===== src/rtl/captura_clave.sv =====
// Keypad PIN capture: two BCD digits + ENTER -> 8-bit PIN with a one-cycle ready strobe.
// Active only while a vehicle is present; CLEAR, inactivity timeout or departure discard partial input.
module captura_clave #(
   parameter int          TIMEOUT_CICLOS = 1000,
   parameter logic [3:0]  COD_ENTER      = 4'hE,
   parameter logic [3:0]  COD_BORRAR     = 4'hC
) (
   input  logic       clock,
   input  logic       reset,
   input  logic       sensor_llegada_vehiculo,
   input  logic       tecla_valida,
   input  logic [3:0] tecla_codigo,
   output logic [7:0] clave_ingresada,
   output logic       clave_lista,
   output logic       error_entrada,
   output logic       tiempo_agotado,
   output logic [1:0] digitos
);

   localparam int CW = $clog2(TIMEOUT_CICLOS);
   localparam logic [CW-1:0] CNT_MAX = CW'(TIMEOUT_CICLOS - 1);

   typedef enum logic [2:0] {
      INACTIVO,
      ESPERA_D1,
      ESPERA_D2,
      ESPERA_ENTER,
      ENTREGA
   } estado_t;

   estado_t       estado_q, estado_d;
   logic [7:0]    buf_q, buf_d;
   logic [1:0]    digitos_q, digitos_d;
   logic [CW-1:0] cnt_q, cnt_d;
   logic [7:0]    clave_q, clave_d;
   logic          lista_q, lista_d;
   logic          error_q, error_d;
   logic          tiempo_q, tiempo_d;

   logic          es_digito, es_enter, es_borrar, tecla_ok;
   logic [CW-1:0] cnt_inc;
   logic          expira;

   always_comb begin
      es_digito = (tecla_codigo <= 4'd9);
      es_enter  = (tecla_codigo == COD_ENTER);
      es_borrar = (tecla_codigo == COD_BORRAR);
      tecla_ok  = tecla_valida && (es_digito || es_enter || es_borrar);
      cnt_inc   = (cnt_q == CNT_MAX) ? cnt_q : cnt_q + 1'b1;
      expira    = (cnt_inc == CNT_MAX);
   end

   always_comb begin
      estado_d  = estado_q;
      buf_d     = buf_q;
      digitos_d = digitos_q;
      cnt_d     = '0;
      clave_d   = clave_q;
      lista_d   = 1'b0;
      error_d   = 1'b0;
      tiempo_d  = 1'b0;

      if (!sensor_llegada_vehiculo) begin
         estado_d  = INACTIVO;
         buf_d     = '0;
         digitos_d = '0;
      end else begin
         case (estado_q)
            INACTIVO, ENTREGA: begin
               estado_d  = ESPERA_D1;
               buf_d     = '0;
               digitos_d = '0;
            end
            ESPERA_D1: begin
               if (tecla_ok) begin
                  if (es_digito) begin
                     buf_d     = {tecla_codigo, 4'h0};
                     digitos_d = 2'd1;
                     estado_d  = ESPERA_D2;
                  end else if (es_enter) begin
                     error_d = 1'b1;
                  end
               end
            end
            ESPERA_D2: begin
               if (tecla_ok) begin
                  if (es_digito) begin
                     buf_d[3:0] = tecla_codigo;
                     digitos_d  = 2'd2;
                     estado_d   = ESPERA_ENTER;
                  end else begin
                     error_d   = es_enter;
                     buf_d     = '0;
                     digitos_d = '0;
                     estado_d  = ESPERA_D1;
                  end
               end else if (expira) begin
                  tiempo_d  = 1'b1;
                  buf_d     = '0;
                  digitos_d = '0;
                  estado_d  = ESPERA_D1;
               end else begin
                  cnt_d = cnt_inc;
               end
            end
            ESPERA_ENTER: begin
               // A key in the expiry cycle takes precedence over the timeout.
               if (tecla_ok) begin
                  buf_d     = '0;
                  digitos_d = '0;
                  if (es_enter) begin
                     clave_d  = buf_q;
                     lista_d  = 1'b1;
                     estado_d = ENTREGA;
                  end else begin
                     error_d  = es_digito;
                     estado_d = ESPERA_D1;
                  end
               end else if (expira) begin
                  tiempo_d  = 1'b1;
                  buf_d     = '0;
                  digitos_d = '0;
                  estado_d  = ESPERA_D1;
               end else begin
                  cnt_d = cnt_inc;
               end
            end
            default: begin
               estado_d  = INACTIVO;
               buf_d     = '0;
               digitos_d = '0;
            end
         endcase
      end
   end

   always_ff @(posedge clock) begin
      if (reset) begin
         estado_q  <= INACTIVO;
         buf_q     <= '0;
         digitos_q <= '0;
         cnt_q     <= '0;
         clave_q   <= '0;
         lista_q   <= 1'b0;
         error_q   <= 1'b0;
         tiempo_q  <= 1'b0;
      end else begin
         estado_q  <= estado_d;
         buf_q     <= buf_d;
         digitos_q <= digitos_d;
         cnt_q     <= cnt_d;
         clave_q   <= clave_d;
         lista_q   <= lista_d;
         error_q   <= error_d;
         tiempo_q  <= tiempo_d;
      end
   end

   assign clave_ingresada = clave_q;
   assign clave_lista     = lista_q;
   assign error_entrada   = error_q;
   assign tiempo_agotado  = tiempo_q;
   assign digitos         = digitos_q;

endmodule


===== config.mk =====
export PLATFORM = sky130hd
export DESIGN_NAME = captura_clave
export DESIGN_NICKNAME = d
export VERILOG_FILES = /design/src/rtl/captura_clave.sv
export SDC_FILE = /design/constraint.sdc
export NUM_CORES = 1
export LEC_CHECK = 0
export BUFFER_PORTS_ARGS = -buffer_cell sky130_fd_sc_hd__buf_4
export CAP_MARGIN = 10
export CELL_PAD_IN_SITES_DETAIL_PLACEMENT = 1
export CELL_PAD_IN_SITES_GLOBAL_PLACEMENT = 2
export CORE_MARGIN = 5
export CORE_UTILIZATION = 36
export CTS_CLUSTER_SIZE = 40
export DETAILED_ROUTE_END_ITERATION = 10
export PLACE_DENSITY_LB_ADDON = 0.15
export SYNTH_ARGS = -nofsm -noshare
export SYNTH_HDL_FRONTEND = slang
export SYNTH_SLANG_ARGS = --single-unit

===== constraint.sdc =====
create_clock -name clock -period 4.95 [get_ports clock]
set_input_delay 0.99 -clock clock [delete_from_list [all_inputs] [get_ports clock]]
set_output_delay 0.99 -clock clock [all_outputs]
set_load 0.02 [all_outputs]

==> After elaboration in Yosys (flattened, before gate mapping) <==
Cells that the tools add are included.
{ "totals": {"register_bits": 34, "latch_bits": 0, "ramBits": 0, "rom_bits": 0, "in_bits": 8, "output_inout_bits": 13, "wordCells": 72, "n_memories": 0} }
{ "op_classes": {"addsub": 1, "multipliers": 0, "div_mod_pow": 0, "magnitude_cmp": 1, "eq_ne": 11, "shifts": 0, "n_mux": 33, "n_bitwise": 4, "reduce_logical": 13} }
{ "ops": {"columns": ["op", "count"], "rows": [
  ["two-way mux 8 bit", 5],
  ["one-hot mux 8 bit (3 select lines)", 1],
  ["equality test 10 bit (second input constant)", 2],
  ["two-way mux 3 bit", 6],
  ["two-way mux 2 bit", 7],
  ["one-hot mux 3 bit (4 select lines)", 1],
  ["adder 10 x 1 -> 10 bit (second input constant)", 1],
  ["two-way mux 10 bit", 1],
  ["equality test 4 bit (second input constant)", 2],
  ["two-way mux 1 bit", 8],
  ["two-way mux 4 bit", 2],
  ["OR reduction 4 bit", 2],
  ["equality test 3 x 2 -> 1 bit (second input constant)", 2],
  ["one-hot mux 2 bit (3 select lines)", 1],
  ["OR reduction 2 bit", 3],
  ["OR reduction 5 bit", 1],
  ["<= comparator 4 bit (second input constant)", 1],
  ["inequality test 2 bit (second input constant)", 2],
  ["inverter 1 bit", 4],
  ["AND reduction 4 bit", 1],
  ["equality test 3 x 1 -> 1 bit (second input constant)", 1],
  ["equality test 3 bit (second input constant)", 1],
  ["logical NOT 3 bit", 1],
  ["inequality test 3 bit (second input constant)", 1],
  ["other kinds (5)", 6]
]} }

==> Logic depth before layout (Yosys ltp) <==
Gate-level depths: netlist of run 1.
{ "logic_depth": {"depth_word": 6, "depth_mapped": 8, "ltp_nobuf": 6} }

==> Worst setup path after synthesis of run 1 <==
No wires, ideal clock.
{ "synth_path": {"kind": "input port to flip-flop", "startpoint": "input tecla_codigo[1]", "endpoint": "register buf_q[4]", "setup_ps": 74, "arrival_time_ps": 2045, "t_required_ps": 4876, "slack_ps": 2830, "stages": 5, "n_path_buf": 0, "path_cell_list": "o21ai_1 > or3b_1 > a21oi_2 > a22oi_1 > o21ai_0"} }
{ "synth_between": {"elab_chain_cells": 6, "word_cells_on_any_way": 13, "cone_classes": "1 x order compare; 5 x eq/ne; 3 x mux; 4 x reduce/logical"} }
{ "synth_lines": {"columns": ["element", "line_no", "text"], "rows": [
  ["from (decl)", "12", "input logic [3:0] tecla_codigo,"],
  ["<= comparator 4 bit or equality test 4 bit (tied branches)", "45, 46", null],
  ["logical OR 1 bit (2 in series)", "48", "tecla_ok = tecla_valida && (es_digito || es_enter || es_borrar);"],
  ["logical AND 1 bit", "48", null],
  ["inequality test 3 bit (no source line) (tied with other cells)", null, null],
  ["AND reduction 3 bit (no source line) or one-hot mux 8 bit (3 select lines) (tied branches)", null, null],
  ["to (signal assigned)", "149", "buf_q <= buf_d;"],
  ["to (decl)", "32", "logic [7:0] buf_q, buf_d;"]
]} }
Parallel ways exist; a longest one is shown, timed or not.
A chain may end at the register's enable or synchronous reset.

==> Worst setup path in the final report of run 1 <==
{ "layout_path": {"startpoint": "register cnt_q[0]", "endpoint": "register cnt_q[6]"} }
{ "layout_between": {"elab_chain_cells": 4, "word_cells_on_any_way": 5, "cone_classes": "1 x add/sub; 2 x eq/ne; 1 x mux; 1 x reduce/logical"} }
{ "layout_lines": {"columns": ["element", "line_no", "text"], "rows": [
  ["from (decl)", "34", "logic [CW-1:0] cnt_q, cnt_d;"],
  ["from (signal assigned)", "151", "cnt_q <= cnt_d;"],
  ["adder 10 x 1 -> 10 bit or equality test 10 bit (tied branches)", "49", "cnt_inc = (cnt_q == CNT_MAX) ? cnt_q : cnt_q + 1'b1;"],
  ["two-way mux 10 bit (*)", "49", null],
  ["equality test 10 bit", "50", "expira = (cnt_inc == CNT_MAX);"],
  ["OR reduction 5 bit (no source line)", null, null]
]} }
Every way passes the cells marked *; elsewhere a longest branch is shown, timed or not.

==> results_dict.tcl, run 1 <==
set metrics [dict create \
    status "complete, no violations" \
    synthTopCellsByArea "dfxtp_1 42%, nor2_1 8.7%, a21oi_1 4.6%, o21ai_0 3.4%, nand2_1 3.2%" \
    slowest_delay_ns 0.47 \
    fmax_mhz 433 \
    path_cells "ha_1 > nand4b_1 > nor4_1 > o22ai_2 > o21ai_4 > o21ba_2" \
    fillCellCount 542 \
    maxCapViolations 0 \
    dp.cells 262 \
    place_ws_ns 2.40 \
    hold_class "register to register" \
    synth-edff-count 0 \
    diodes 0 \
    wirelength_um 4110 \
    r2r_setup_slack_ns 2.64 \
    p_leak_nw 0.649 \
    skew_ns 0.00737 \
    fin_crit_sh_pct 46.6 \
    clk_latency_ns 0.29 \
    yosysTopAreaCell "dfxtp_1" \
    hold_viol 0 \
    period_needed_ns 2.31 \
    initial_utilization_pct 37.2 \
    ios 21 \
    antenna_found_initial 0 \
    grt_pass1_vias 1431 \
    antenna_left 0 \
    synthFlopType "dfxtp_1" \
    finalNonFillerCells 270 \
    synth-seq-cells 34 \
    drc 0 \
    cp.required_ns 5.14 \
    cp_max_fo 19 \
    async_flop_share_pct 0 \
    synth_cell_types 49 \
    track_usage_pct 14.1 \
    syn_to_final_growth_pct 15.9 \
    ir_drop_v 0.000136 \
    worst_slack_ns 2.64 \
    synth_seq_area_share_pct 41.7 \
    num_rows 24 \
    cts_buffer_depth 2 \
    via_per_inst 5.36 \
    cts_setup_buffers 0 \
    multi_input_area_sq_um 865 \
    drtIter0Drc 94 \
    globalplace.congestion 0.820 \
    worstPathArrival_ns 2.50 \
    layout-drive-gt1-share_pct 17.9 \
    die_y_um 77.3 \
    reg2regPathDepth 6 \
    powerDensity_nw_per_um2 274 \
    crit_end "cnt_q[6]$_SDFF_PP0_" \
    wire_per_inst_um 15.2 \
    port_buffers 20 \
    dr.pass1.iters 4 \
    stdcell_area_sq_um 1890 \
    seq_area_sq_um 681 \
    yosys_warnings 0 \
    hold_buffers 0 \
    worstSetupStartpoint "cnt_q[0]$_SDFF_PP0_" \
    overflow 0 \
    hold_depth 2 \
    yosysTopAreaCellShare_pct 41.7 \
    endpoint_kind "register" \
    rsz0062_at_grt "false" \
    relSlewSlack_pct 51.0 \
    core-area_sq_um 4380 \
    cts.repair.resized 0 \
    slew_viol_final 0 \
    clock_tree.root_cell "clkbuf_8" \
    die-area_sq_um 5970 \
    die_x_um 77.3 \
    post-dp-hpwl_um 3030 \
    slowest_stage "o21ai_4" \
    syn_nets 207 \
    path_clk_slew_ns 0.07 \
    cts_buffers 5 \
    grt_max_degree 20 \
    grt_pass1_wl_um 6960 \
    synth.avg_cell_area_sq_um 8.23 \
    setup-violations-final 0 \
    start_kind "register" \
    clock_sink_count 34 \
    place_area_sq_um 1800 \
    htree_levels 2 \
    worst_slew_pin_slew_ns 0.733 \
    path_class "register to register" \
    tritoncts "yes" \
    nets 226 \
    vias 1448 \
    r2r-end "cnt_q[6]$_SDFF_PP0_" \
    syn_area_sq_um 1630 \
    hold_ws_ns 0.485 \
    fin_tns_setup_ns 0 \
    synthCells 198 \
    r2r_start "cnt_q[0]$_SDFF_PP0_" \
]
==> worst max-delay path, delay by kind of cell (launching register included) <==
kind | cells | cell delay, ns
AO/OA/AOI/OAI | 3 | 0.88
AND/OR/NAND/NOR | 2 | 0.49
flip-flops | 1 | 0.46
adder cells (fa/ha/maj) | 1 | 0.37
==> placed cells by master, fill, tap and decap left out, drive strengths merged, types with 3 or more instances in the layout <==
| master | netlist | layout |
|---|---|---|
| o21ai | 14 | 14 |
| dfxtp | 34 | 34 |
| nor3 | 6 | 6 |
| nor2 | 38 | 38 |
| xnor2 | 3 | 3 |
| clkbuf | 4 | 7 |
| xor2 | 3 | 3 |
| inv | 10 | 10 |
| nand4 | 3 | 3 |
| a22oi | 6 | 6 |
| nand3 | 5 | 5 |
| a21oi | 17 | 17 |
| nand2 | 14 | 14 |
| nor4 | 4 | 4 |
| buf | 4 | 20 |
==> cells in the mapped netlist, types with 2 or more instances <==
cell / count
nand3_1: 4
clkbuf_1: 3
nand2_1: 14
nor2_1: 38
and4b_1: 2
nor3_1: 6
nor3b_1: 2
a21oi_1: 15
a211oi_1: 2
a21oi_2: 2
and3_1: 2
xor2_1: 3
nand4b_1: 2
nand4_1: 3
inv_1: 10
xnor2_1: 3
a22oi_1: 6
o21ai_0: 11
buf_4: 2
nor4b_1: 2
nand2b_1: 2
nor4_1: 4
dfxtp_1: 34
==> final cells by class <==
| type | count | share of cell area, % |
|---|---|---|
| Clock inverter | 1 | 0.265 |
| Inverter | 10 | 1.99 |
| Timing Repair Buffer | 20 | 7.95 |
| Multi-Input combinational cell | 146 | 45.8 |
| Tap cell | 52 | 3.44 |
| Sequential cell | 34 | 36.0 |
| Clock buffer | 7 | 4.57 |
==> where the power goes <==
part           switching (mW)  leakage [nW]  internal [mW]
combinational          0.0150         0.327         0.0102
sequential            0.00142         0.274          0.274
clock                   0.104        0.0482          0.112
==> metrics by stage <==
| step | utilization (%) | total power, mW |
|---|---|---|
| after global placement | 41.0 | 0.306 |
| final | 43.1 | 0.517 |
| after detailed placement | 41.0 | 0.307 |
| after floorplan | - | 0.296 |
| after CTS | 43.1 | 0.522 |
| after global routing | 43.1 | 0.538 |
==> routing by layer <==
metal  share of wire, %  global-route usage [%]  up-vias
li1                   -                       -      736
met1                 52                    20.1      680
met2                 42                    20.2       23
met3                3.9                    3.63        9
met4                2.1                    5.50        0
met5                  0                       0        -
==> flip-flops by register name, indices dropped and copies added (netlist names) <==
register and flops:
buf_q 8, clave_ingresada 8, clave_lista 1, cnt_q 10, digitos 2, error_entrada 1
estado_q 3, tiempo_agotado 1
==> worst min path at each step <==
stage | startpoint | endpoint
5_1_grt | clave_ingresada[3]$_SDFFE_PP0P_ | clave_ingresada[3]$_SDFFE_PP0P_
2_1_floorplan | buf_q[0]$_SDFFE_PP0P_ | buf_q[0]$_SDFFE_PP0P_
3_3_place_gp | buf_q[0]$_SDFFE_PP0P_ | buf_q[0]$_SDFFE_PP0P_
3_5_place_dp | buf_q[3]$_SDFFE_PP0P_ | buf_q[3]$_SDFFE_PP0P_
6_report | buf_q[3]$_SDFFE_PP0P_ | buf_q[3]$_SDFFE_PP0P_
4_1_cts | buf_q[3]$_SDFFE_PP0P_ | buf_q[3]$_SDFFE_PP0P_
==> kinds of logic (layout without fill, tap and decap cells) <==
group           Yosys count  count (layout)  synth area share [%]
xor+xnor                  6               6                  3.22
flops                    34              34                  41.7
simple gates             87              87                  26.6
compound gates           50              50                  21.1
mux                       2               2                  1.30
buf+inv                  18              38                  5.22
fa+ha+maj                 1               1                 0.767
(Power assumes the default switching activity.)
==> run 2: changes to the inputs <==
--- a/config.mk
+++ b/config.mk
@@ -10,7 +10,7 @@
 export CELL_PAD_IN_SITES_DETAIL_PLACEMENT = 1
 export CELL_PAD_IN_SITES_GLOBAL_PLACEMENT = 2
 export CORE_MARGIN = 5
-export CORE_UTILIZATION = 36
+export CORE_UTILIZATION = 30
 export CTS_CLUSTER_SIZE = 40
 export DETAILED_ROUTE_END_ITERATION = 10
 export PLACE_DENSITY_LB_ADDON = 0.15
==> constraint.sdc (replaced) <==
create_clock -name clock -period 1.94 [get_ports clock]
set_input_delay 0.388 -clock clock [delete_from_list [all_inputs] [get_ports clock]]
set_output_delay 0.388 -clock clock [all_outputs]
set_load 0.02 [all_outputs]
==> results_dict.tcl, run 2 (synthesized netlist as in run 1, its figures left out) <==
set metrics [dict create \
    status "complete, no violations" \
    cp_max_fo 18 \
    nets 233 \
    tritoncts "yes" \
    syn_to_final_growth_pct 23.3 \
    final_common_cell "nor2_1" \
    track_usage_pct 13.1 \
    p_leak_nw 0.697 \
    skew_ns 0.00465 \
    clock_sink_count 34 \
    cts_buffer_depth 2 \
    seq_area_sq_um 683 \
    r2r_setup_slack_ns 0.14 \
    hold_class "input pin to register" \
    rsz0062_at_grt "false" \
    fillCellCount 623 \
    cts.repair.resized 0 \
    die_y_um 83.7 \
    fin_tns_setup_ns 0 \
    hold_buffers 0 \
    wire_per_inst_um 14.9 \
    post-dp-hpwl_um 3340 \
    wirelength_um 4390 \
    worstSetupStartpoint "cnt_q[1]$_SDFF_PP0_" \
    largest_reg_flops 10 \
    path_cells "ha_2 > nand2_1 > o21a_1 > o22ai_2 > o21ai_4 > buf_12 > nor3_1" \
    slowest_delay_ns 0.41 \
    grt_pass1_vias 1499 \
    r2r-end "cnt_q[2]$_SDFF_PP0_" \
    drtIter0Drc 28 \
    relSlewSlack_pct 67.2 \
    r2r_start "cnt_q[1]$_SDFF_PP0_" \
    dr.pass1.iters 4 \
    vias 1502 \
    place_area_sq_um 1890 \
    setup-violations-final 0 \
    crit_end "cnt_q[2]$_SDFF_PP0_" \
    layout-drive-gt1-share_pct 23.1 \
    path_class "register to register" \
    layout_common_cells "38 x nor2_1, 32 x dfxtp_1, 26 x buf_4" \
    critical_path_cell_count 7 \
    fin_crit_sh_pct 93.0 \
    clock_tree.root_cell "clkbuf_8" \
    worst_slew_pin_slew_ns 0.488 \
    num_rows 26 \
    antenna_left 0 \
    clk_latency_ns 0.28 \
    maxCapViolations 0 \
    period_needed_ns 1.80 \
    drc 0 \
    port_buffers 20 \
    via_per_inst 5.09 \
    fmax_mhz 554 \
    die_x_um 83.7 \
    hold_viol 0 \
    endpoint_kind "register" \
    globalplace.congestion 0.853 \
    start_kind "register" \
    overflow 0 \
    cts_setup_buffers 0 \
    critPathTopFamily "compound AO/OA/AOI/OAI gates" \
    die-area_sq_um 7010 \
    initial_utilization_pct 31.3 \
    cts_buffers 5 \
    worstPathArrival_ns 2.00 \
    slew_viol_final 0 \
    diodes 0 \
    powerDensity_nw_per_um2 703 \
    reg2regPathDepth 7 \
    multi_input_area_sq_um 878 \
    ir_drop_v 0.000361 \
    core-area_sq_um 5200 \
    stdcell_area_sq_um 2010 \
    grt_max_degree 19 \
    slowest_stage "dfxtp_1" \
    cp.required_ns 2.14 \
    grt_pass1_wl_um 7440 \
    top_register "cnt_q" \
    antenna_found_initial 0 \
    htree_levels 2 \
    path_clk_slew_ns 0.07 \
    path_buf_inv 1 \
    ios 21 \
]
[run 2: worst min-delay path, cell delays in order]
cell	delay, ns
buf_4	0.11
a22oi_1	0.06
o21ai_0	0.06
[run 2: worst min path at each step]
stage	from	end	cells past startpoint
2_1_floorplan	buf_q[0]$_SDFFE_PP0P_	buf_q[0]$_SDFFE_PP0P_	2
3_5_place_dp	clave_ingresada[0]$_SDFFE_PP0P_	clave_ingresada[0]$_SDFFE_PP0P_	2
4_1_cts	tecla_codigo[0]	buf_q[4]$_SDFFE_PP0P_	3
6_report	tecla_codigo[0]	buf_q[4]$_SDFFE_PP0P_	3
3_3_place_gp	buf_q[0]$_SDFFE_PP0P_	buf_q[0]$_SDFFE_PP0P_	2
5_1_grt	tecla_codigo[1]	buf_q[5]$_SDFFE_PP0P_	3
[run 2: cell type report]
cell class              count  area share, %
clock inverters             3           1.99
flip-flops and latches     34           34.0
inverters                  10           1.87
multi-input cells         146           43.7
repair buffers             27           10.7
clock buffers               5           3.42
well taps                  70           4.36
[run 2: routing by layer]
| layer | part of all wire [%] | wire (um) | vias to the layer above | global-route usage, % |
|---|---|---|---|---|
| met4 | 0.52 | 23 | 0 | 3.95 |
| met3 | 4.9 | 213 | 2 | 4.24 |
| met1 | 46 | 2020 | 722 | 16.4 |
| met5 | 0 | 0 | - | 0 |
| met2 | 48 | 2130 | 32 | 21.5 |
| li1 | - | - | 746 | - |
[run 2: power by group]
part,internal [mW],switching [mW],total [mW]
Sequential,0.700,0.00336,0.703
Clock,0.378,0.260,0.638
Combinational,0.0310,0.0412,0.0722
Total,1.11,0.305,1.41
[run 2: per-stage QoR]
step,utilization (%),cells,power [mW],hold slack [ns],setup WS (ns)
after floorplan,-,198,0.755,0.437,0.172
after global placement,36.2,287,0.791,0.453,0.164
after detailed placement,36.2,287,0.792,0.478,0.0239
after CTS,38.3,295,1.44,0.371,0.00735
after global routing,38.6,295,1.48,0.375,0.0361
final,38.6,295,1.41,0.375,0.136
